<file path="config.mk">
export PLATFORM = sky130hd
export DESIGN_NAME = axi_operand_streamer
export DESIGN_NICKNAME = d
export VERILOG_FILES = /design/src/rtl/axi_operand_streamer.sv
export SDC_FILE = /design/constraint.sdc
export NUM_CORES = 1
export LEC_CHECK = 0
export ABC_AREA = 0
export BUFFER_PORTS_ARGS = -buffer_cell sky130_fd_sc_hd__buf_2
export CAP_MARGIN = 20
export CORE_AREA = 2 2 175 177
export CTS_BUF_LIST = sky130_fd_sc_hd__clkbuf_16
export CTS_CLUSTER_DIAMETER = 60
export CTS_CLUSTER_SIZE = 12
export DETAILED_ROUTE_END_ITERATION = 10
export DIE_AREA = 0 0 177 179
export PLACE_DENSITY = 0.83
export SLEW_MARGIN = 20
export SYNTH_ARGS = -nofsm -noshare
export SYNTH_HDL_FRONTEND = slang
export SYNTH_SLANG_ARGS = --single-unit
</file>
<file path="constraint.sdc">
create_clock -name clock -period 9.36 [get_ports clock]
set_input_delay 1.404 -clock clock [delete_from_list [all_inputs] [get_ports clock]]
set_output_delay 1.404 -clock clock [all_outputs]
set_load 0.1 [all_outputs]
</file>
<file path="src/rtl/axi_operand_streamer.sv">
// axi_operand_streamer
//   Transmit side of the MAC operand stream. A host fills a small register
//   file with operand pairs (a[i], b[i]); a start pulse then plays the first
//   len pairs out as a valid/ready/last stream that feeds the MAC directly.
//
// Ports
//   clock        rising-edge clock
//   rstn         asynchronous active-low reset
//   wr_en        buffer write strobe (honoured only while idle)
//   wr_addr      buffer write index
//   wr_a, wr_b   signed operands to store
//   len          vector length, sampled on an accepted start (clamped to DEPTH)
//   start        1-cycle pulse that begins streaming (ignored while busy)
//   busy         high from accepted start until the done pulse
//   done         1-cycle pulse after the final handshake
//   a, b         streamed operands (registered)
//   valid_o      stream valid
//   ready_i      downstream ready
//   last_o       marks the final pair of the vector
//   dbg_state_o  current FSM state (0 idle, 1 stream, 2 finish)
//
// Handshake: a pair moves on a rising edge where valid_o && ready_i. Once
// valid_o is raised, valid_o/a/b/last_o hold until that edge; valid_o is
// never a function of ready_i.
module axi_operand_streamer #(
    parameter int int_a  = 6,
    parameter int frac_a = 8,
    parameter int int_b  = 6,
    parameter int frac_b = 8,
    parameter int DEPTH  = 16,
    parameter int AW     = 4
) (
    input  logic                      clock,
    input  logic                      rstn,
    input  logic                      wr_en,
    input  logic [AW-1:0]             wr_addr,
    input  logic [int_a+frac_a-1:0]   wr_a,
    input  logic [int_b+frac_b-1:0]   wr_b,
    input  logic [AW:0]               len,
    input  logic                      start,
    output logic                      busy,
    output logic                      done,
    output logic [int_a+frac_a-1:0]   a,
    output logic [int_b+frac_b-1:0]   b,
    output logic                      valid_o,
    input  logic                      ready_i,
    output logic                      last_o,
    output logic [1:0]                dbg_state_o
);

    localparam int WA = int_a + frac_a;
    localparam int WB = int_b + frac_b;

    typedef enum logic [1:0] {
        S_IDLE   = 2'd0,
        S_STREAM = 2'd1,
        S_FINISH = 2'd2
    } state_e;

    state_e          state_q, state_d;
    logic [AW-1:0]   idx_q, idx_d;
    logic [AW:0]     cnt_q, cnt_d;
    logic            busy_q, busy_d;
    logic            done_q, done_d;
    logic            valid_q, valid_d;
    logic            last_q, last_d;
    logic [WA-1:0]   a_q, a_d;
    logic [WB-1:0]   b_q, b_d;

    logic [WA-1:0]   mem_a [DEPTH];
    logic [WB-1:0]   mem_b [DEPTH];

    logic            wr_fire;
    logic            xfer;
    logic [AW:0]     len_clamped;
    logic [AW-1:0]   idx_inc;

    assign wr_fire     = wr_en && (state_q == S_IDLE);
    assign xfer        = valid_q && ready_i;
    assign len_clamped = (len > (AW+1)'(DEPTH)) ? (AW+1)'(DEPTH) : len;
    assign idx_inc     = idx_q + 1'b1;

    // Operand buffer: no reset, writes only while idle so a running vector is frozen.
    always_ff @(posedge clock) begin
        if (wr_fire) begin
            mem_a[wr_addr] <= wr_a;
            mem_b[wr_addr] <= wr_b;
        end
    end

    // State register
    always_ff @(posedge clock or negedge rstn) begin
        if (!rstn) begin
            state_q <= S_IDLE;
        end else begin
            state_q <= state_d;
        end
    end

    // Next-state logic
    always_comb begin
        state_d = state_q;
        case (state_q)
            S_IDLE:   if (start) state_d = (len == '0) ? S_FINISH : S_STREAM;
            S_STREAM: if (xfer && last_q) state_d = S_FINISH;
            S_FINISH: state_d = S_IDLE;
            default:  state_d = S_IDLE;
        endcase
    end

    // Output logic: next values of the registered stream/status outputs
    always_comb begin
        idx_d   = idx_q;
        cnt_d   = cnt_q;
        busy_d  = busy_q;
        done_d  = 1'b0;
        valid_d = valid_q;
        last_d  = last_q;
        a_d     = a_q;
        b_d     = b_q;
        case (state_q)
            S_IDLE: begin
                if (start) begin
                    busy_d = 1'b1;
                    cnt_d  = len_clamped;
                    idx_d  = '0;
                    if (len != '0) begin
                        valid_d = 1'b1;
                        last_d  = (len_clamped == (AW+1)'(1));
                        // A write to entry 0 in the start cycle must be seen by the first beat.
                        if (wr_fire && (wr_addr == '0)) begin
                            a_d = wr_a;
                            b_d = wr_b;
                        end else begin
                            a_d = mem_a[0];
                            b_d = mem_b[0];
                        end
                    end
                end
            end
            S_STREAM: begin
                if (xfer) begin
                    if (last_q) begin
                        valid_d = 1'b0;
                        last_d  = 1'b0;
                    end else begin
                        idx_d  = idx_inc;
                        a_d    = mem_a[idx_inc];
                        b_d    = mem_b[idx_inc];
                        last_d = ({1'b0, idx_inc} == (cnt_q - 1'b1));
                    end
                end
            end
            S_FINISH: begin
                done_d = 1'b1;
                busy_d = 1'b0;
            end
            default: ;
        endcase
    end

    always_ff @(posedge clock or negedge rstn) begin
        if (!rstn) begin
            idx_q   <= '0;
            cnt_q   <= '0;
            busy_q  <= 1'b0;
            done_q  <= 1'b0;
            valid_q <= 1'b0;
            last_q  <= 1'b0;
            a_q     <= '0;
            b_q     <= '0;
        end else begin
            idx_q   <= idx_d;
            cnt_q   <= cnt_d;
            busy_q  <= busy_d;
            done_q  <= done_d;
            valid_q <= valid_d;
            last_q  <= last_d;
            a_q     <= a_d;
            b_q     <= b_d;
        end
    end

    assign busy        = busy_q;
    assign done        = done_q;
    assign valid_o     = valid_q;
    assign last_o      = last_q;
    assign a           = a_q;
    assign b           = b_q;
    assign dbg_state_o = state_q;

endmodule

</file>
==> qor.txt, run 1 <==
Crit. End Element: flop
Core area: 0.0300 sq mm
Antenna Violating Nets Remaining: 0
Die Y: 179 um
Cells after Synth: 970
Initial antenna violation count: 1
Max Cap Viol: 0
RSZ-0062 raised after global routing: no
IO buf count: 75
Slew headroom: 34.3%
Minimum clock period: 3.54 ns
Clock Skews: 0.0271 ns
RePlAce Congestion: 0.771
Slowest stage cell, crit path: buf_4
Total Neg Setup Slack: 0 ns
CTS resizes: 0
Max-slew violations: 0
Critical Path Max Stage Delay: 0.85 ns
Clock-pin slew reported for the worst setup and hold paths after clock tree synthesis: 0.07 ns
HPWL after detailed placement: 23.5 mm
Area grow syn2layout: 13.0%
DP Worst Slack: 5.42 ns
H-tree lvl count: 2
Fin. Hold Viols: 0
Mapped Avg Cell Area: 19.8 sq um
Cell Area, Synth: 0.0192 sq mm
Type of the worst setup path: flop to flop
Setup ws final: 5.82 ns
Num rows: 64
Worst hold path type: flop to flop
Worst-Skew Late Latency: 0.56 ns
Register bit total from synthesis: 491
Yosys synthesis warning count: 0
Clk root buf: clkbuf_16
DRC viols: 0
Max Clk Rate: 283 MHz
Final setup fails: 0
Status: complete, no violations
Via count: 10500
Critical-path maximum fanout: 63
Global route total overflow: 0
CP Cell Sequence: ha_4 -> buf_4 -> mux4_2 -> a22oi_1 -> o21ai_0 -> a22o_1
Crit share post-route: 37.8%
Post CTS Setup Buffer Count: 0
Static Leak: 7.23 nW
Starting density of the core: 64.0%
CTS Buffer Depth: 3
Wirelength per Cell: 30.4 um
Drt via density: 7.03
Largest net degree at the start of global routing: 64
CTS sink cnt: 491
DR iter-0 viols: 1312
Cts hold-fix bufs: 0
Worst path arrival time: 3.98 ns
Sequential-to-total area share from yosys stat: 75.6%
Maximum VDD drop: 0.239 mV
Die ar.: 0.0317 sq mm
DR pass1 iterations: 6
GRT Util Overall: 29.1%
TritonCTS Buffers: 47
Actual slew at the worst max-slew pin: 0.985 ns
Post-synth cell types: 43
Die Wd: 177 um
Global-route wire length before repair: 65.9 mm
Req. time, crit path: 9.80 ns
I/O pins: 76
Vias in the first global route: 10700
Post-synth net total: 1014
Crit start category: flop
Proportion of layout cells with a drive suffix above 1: 26.8%
Total Nets Final: 1107
Power density over the cells: 313 mW/mm^2
CTS tree: done
Routed wire length: 45.5 mm
[layout make-up]
| class | count | area [sq um] |
|---|---|---|
| fill | 1668 | 8320 |
| multi-input combinational | 413 | 4450 |
| tap | 396 | 495 |
| antenna | 2 | 5.00 |
| clock inverter | 35 | 156 |
| timing repair buffer | 104 | 846 |
| sequential | 491 | 14500 |
| clock buffer | 48 | 1200 |
| inverter | 6 | 25.0 |
[cell usage after synthesis, drive strengths merged]
cell type  count  area [sq um]
edfxtp       448         13500
mux4         112          2520
nand2         67           251
dfrtp         43          1080
buf           39           257
o21ai         39           199
a22o          28           245
a22oi         28           210
a31oi         28           175
o22ai         28           175
clkbuf        21          81.3
nor2          17          63.8
nand2b        11          68.8
nor3           8          40.0
inv            6          22.5
a21oi          5          25.0
nand3          5          25.0
xor2           5          43.8
xnor2          4          35.0
nand4          3          18.8
nor2b          3          18.8
a21o           2          15.0
a31o           2          17.5
and2           2          12.5
ha             2          25.0
mux2           2          22.5
nor3b          2          15.0
a21bo          1          10.0
mux2i          1          10.0
nand3b         1          7.51
nand4b         1          8.76
nor4b          1          15.0
o21bai         1          7.51
o41a           1          11.3
o41ai          1          8.76
or2            1          6.26
or3            1          11.3
[stage by stage]
| step | cells | utilization (%) | instance area [sq um] | hold WS, ns | power, mW |
|---|---|---|---|---|---|
| 2_1_floorplan | 970 | - | 19200 | 0.473 | 4.55 |
| 3_3_place_gp | 1397 | 66.6 | 20000 | 0.486 | 5.00 |
| 3_5_place_dp | 1406 | 67.4 | 20200 | 0.498 | 5.06 |
| 4_1_cts | 1489 | 71.9 | 21600 | 0.506 | 6.78 |
| 5_1_grt | 1494 | 72.3 | 21700 | 0.514 | 7.02 |
| 6_report | 1495 | 72.3 | 21700 | 0.498 | 6.79 |
[per-layer routing]
metal  track usage, %  up-vias  wire [um]
met4             13.3        0       1900
li1                 -     4207          -
met2             46.3      760      22400
met5                0        -          0
met1             40.1     5401      16800
met3             5.36      137       4400
[critical path: cells and delay by family, from the launching register on]
| family | cells | cell delay [ns] |
|---|---|---|
| AOI/OAI and AO/OA | 3 | 0.61 |
| buffers and inverters | 1 | 0.85 |
| DFF | 1 | 0.67 |
| adders and majority gates | 1 | 0.83 |
| muxes | 1 | 0.42 |
[worst paths after layout]
check | start | to | slack (ns) | depth (start not counted)
max | idx_q[0]$_DFFE_PN0P_ | b[6]$_DFFE_PN0P_ | 5.82 | 6
min | b[10]$_DFFE_PN0P_ | b[10]$_DFFE_PN0P_ | 0.50 | 1
max reg2reg | idx_q[0]$_DFFE_PN0P_ | b[6]$_DFFE_PN0P_ | 5.82 | 6
max in group asynchronous | rstn | idx_q[0]$_DFFE_PN0P_ | 7.85 | 2
min in group asynchronous | rstn | cnt_q[2]$_DFFE_PN0P_ | 0.99 | 2
min reg2reg | b[10]$_DFFE_PN0P_ | b[10]$_DFFE_PN0P_ | 0.50 | 1
[cell usage in the layout, fill, tap and decap left out, drive strengths merged, types with 2 or more instances in the layout]
| cell type | count |
|---|---|
| a21o | 2 |
| a21oi | 5 |
| a22o | 28 |
| a22oi | 28 |
| a31o | 2 |
| a31oi | 28 |
| and2 | 2 |
| buf | 104 |
| clkbuf | 48 |
| clkinv | 2 |
| dfrtp | 43 |
| diode | 2 |
| edfxtp | 448 |
| ha | 2 |
| inv | 39 |
| mux2 | 2 |
| mux4 | 112 |
| nand2 | 67 |
| nand2b | 11 |
| nand3 | 5 |
| nand4 | 3 |
| nor2 | 17 |
| nor2b | 3 |
| nor3 | 8 |
| nor3b | 2 |
| o21ai | 39 |
| o22ai | 28 |
| xnor2 | 4 |
| xor2 | 5 |
[sequential cells by signal, summed over array words and instances (netlist names)]
signal       count
a               14
busy             1
done             1
mem_b          224
b               14
idx_q            4
valid_o          1
last_o           1
cnt_q            5
mem_a          224
dbg_state_o      2
[power breakdown]
group	leakage [nW]	total (mW)	switching [mW]	internal [mW]
clock	0.776	1.70	0.779	0.923
sequential	4.56	2.62	0.123	2.50
combinational	1.89	2.47	1.54	0.926
[logic make-up (layout without fill, tap and decap cells)]
kind of cell    count (synthesis)  in the layout  synth area share, %
buf+inv                        66            193                 1.88
xor+xnor                        9              9                0.410
other cells                     0              2                    0
compound gates                164            164                 5.72
mux                           115            115                 13.3
fa+ha+maj                       2              2                0.130
flops                         491            491                 75.6
simple gates                  123            123                 2.93
(Power assumes the default switching activity.)
==> run 2, diff against run 1 <==
Settings changed: CORE_AREA 2 2 175 177 to 2 2 190 192, DIE_AREA 0 0 177 179 to 0 0 192 194, PLACE_DENSITY 0.83 to 0.75.
Clock period 9.36 ns to 3 ns, I/O delays scaled along.
==> qor.txt, run 2 (synthesis results as in run 1) <==
Crit share post-route: 81.1% (+43 points)
Type of the worst setup path: flop to flop
TritonCTS Buffers: 46 (-2.1%)
Clock Skews: 0.0146 ns (-0.0125 ns)
CTS Buffer Depth: 3 (unchanged)
H-tree lvl count: 2 (unchanged)
Num rows: 69 (+7.8%)
Actual slew at the worst max-slew pin: 1.03 ns (+0.0435 ns)
Largest regs: mem_a: 224 flops, mem_b: 224 flops
FF/Latch Area: 0.0145 sq mm (unchanged)
Static Leak: 7.25 nW (+0.40%)
Die ar.: 0.0372 sq mm (+18%)
Proportion of layout cells with a drive suffix above 1: 27.3% (+0.50 points)
RSZ-0062 raised after global routing: no
Vias in the first global route: 10500 (-1.2%)
IO buf count: 75 (unchanged)
Fin. Hold Viols: 0 (unchanged)
Routed wire length: 43.4 mm (-4.5%)
Placed inst area: 0.0204 sq mm (+0.68%)
Die Wd: 192 um (+8.5%)
HPWL after detailed placement: 23.4 mm (-0.51%)
DR pass1 iterations: 5 (-1)
Final Cell Area: 0.0217 sq mm (about the same)
Max Clk Rate: 411 MHz (+45%)
Cts hold-fix bufs: 1 (+1)
Worst-Skew Late Latency: 0.55 ns (about the same)
DRC viols: 0 (unchanged)
Clock-pin slew reported for the worst setup and hold paths after clock tree synthesis: 0.06 ns (about the same)
Post CTS Setup Buffer Count: 0 (unchanged)
GRT Util Overall: 23.9% (-5.2 points)
Drt via density: 6.44 (-8.3%)
RePlAce Congestion: 0.760 (-1.5%)
Reg-to-reg startpoint: dbg_state_o[1]$_DFFE_PN0P_
Final Total Pwr: 21.2 mW (+210%)
Critical Path Start: dbg_state_o[1]$_DFFE_PN0P_
Hold path start: len[1]
Global-route wire length before repair: 65.1 mm (-1.2%)
Starting density of the core: 54.5% (-9.4 points)
Area of the multi-input gates: 0.00447 sq mm (+0.42%)
Commonest non-fill, non-tap cell in the layout: edfxtp_1
Critical-path maximum fanout: 28 (-56%)
Clk root buf: clkbuf_16
Global route total overflow: 0 (unchanged)
Die Y: 194 um (+8.4%)
Req. time, crit path: 3.18 ns (-6.62 ns)
Power density over the cells: 975 mW/mm^2 (+210%)
Status: complete, no violations
Maximum VDD drop: 1.22 mV (+410%)
Initial antenna violation count: 2 (+1)
Total Nets Final: 1118 (+0.99%)
CTS sink cnt: 491 (unchanged)
Slew headroom: 31.4% (-2.9 points)
Max Cap Viol: 0 (unchanged)
Via count: 10100 (-3.6%)
Crit. End Element: flop
I/O pins: 76 (unchanged)
Core area: 0.0352 sq mm (+17%)
Final setup fails: 0 (unchanged)
Largest net degree at the start of global routing: 79 (+23%)
Fin Hold WS: 0.174 ns (-0.324 ns)
Total Neg Setup Slack: 0 ns (unchanged)
Reg-to-reg slack, setup: 0.57 ns (-5.26 ns)
Wirelength per Cell: 27.6 um (-9.2%)
CTS tree: done
CTS resizes: 0 (unchanged)
Most frequent cells in the layout: edfxtp_1 (448), mux4_2 (112), buf_2 (75)
Minimum clock period: 2.43 ns (-1.10 ns)
DR iter-0 viols: 1127 (-14%)
Crit start category: flop
Fillcell total: 2414 (+45%)
Worst hold path type: input pin to flop
Worst path arrival time: 2.62 ns (-1.36 ns)
Max-slew violations: 0 (unchanged)
Area grow syn2layout: 13.1% (about the same)
Antenna Violating Nets Remaining: 0 (unchanged)
## run 2: cell type report
cell class	count	area share [%]
repair buffers	116	3.62
clock inverters	37	0.737
well taps	461	2.66
diodes	1	0.0115
flip-flops and latches	491	66.9
inverters	6	0.104
multi-input cells	413	20.6
clock buffers	47	5.41
## run 2: power by group
group | switching [mW] | leakage (nW) | internal (mW)
logic | 4.86 | 1.91 | 3.02
clock network | 2.38 | 0.780 | 2.82
registers | 0.293 | 4.56 | 7.81
total | 7.53 | 7.25 | 13.6
## run 2: per-layer routing
metal  routed length (um)  up-vias  global-route usage (%)
met1                16800     5297                    34.4
met4                  776        2                    6.53
li1                     -     4221                       -
met3                 4080       63                    4.02
met5                   11        -                       0
met2                21700      546                    38.6
## run 2: stage by stage
step	util (%)	cells	worst slack (ns)
6_report	61.7	1572	0.566
5_1_grt	61.7	1571	0.420
4_1_cts	61.7	1571	0.541
3_5_place_dp	57.8	1486	0.572
3_3_place_gp	57.8	1486	0.649
2_1_floorplan	-	970	-0.201
## run 2: final timing paths
| path | cells past startpoint | end |
|---|---|---|
| setup / recovery | 4 | mem_a[9][5]$_DFFE_PP_ |
| hold / removal | 3 | cnt_q[1]$_DFFE_PN0P_ |
| setup reg to reg | 4 | mem_a[9][5]$_DFFE_PP_ |
| hold reg to reg | 1 | b[10]$_DFFE_PN0P_ |
| max in group asynchronous | 3 | idx_q[0]$_DFFE_PN0P_ |
| min in group asynchronous | 2 | cnt_q[3]$_DFFE_PN0P_ |
## run 2: critical path, stage by stage, from the launching register on
cell      delay (ns)
dfrtp_1         0.54
nor2_1          0.28
nand4b_1        0.50
nor2_4          0.24
buf_4           0.49
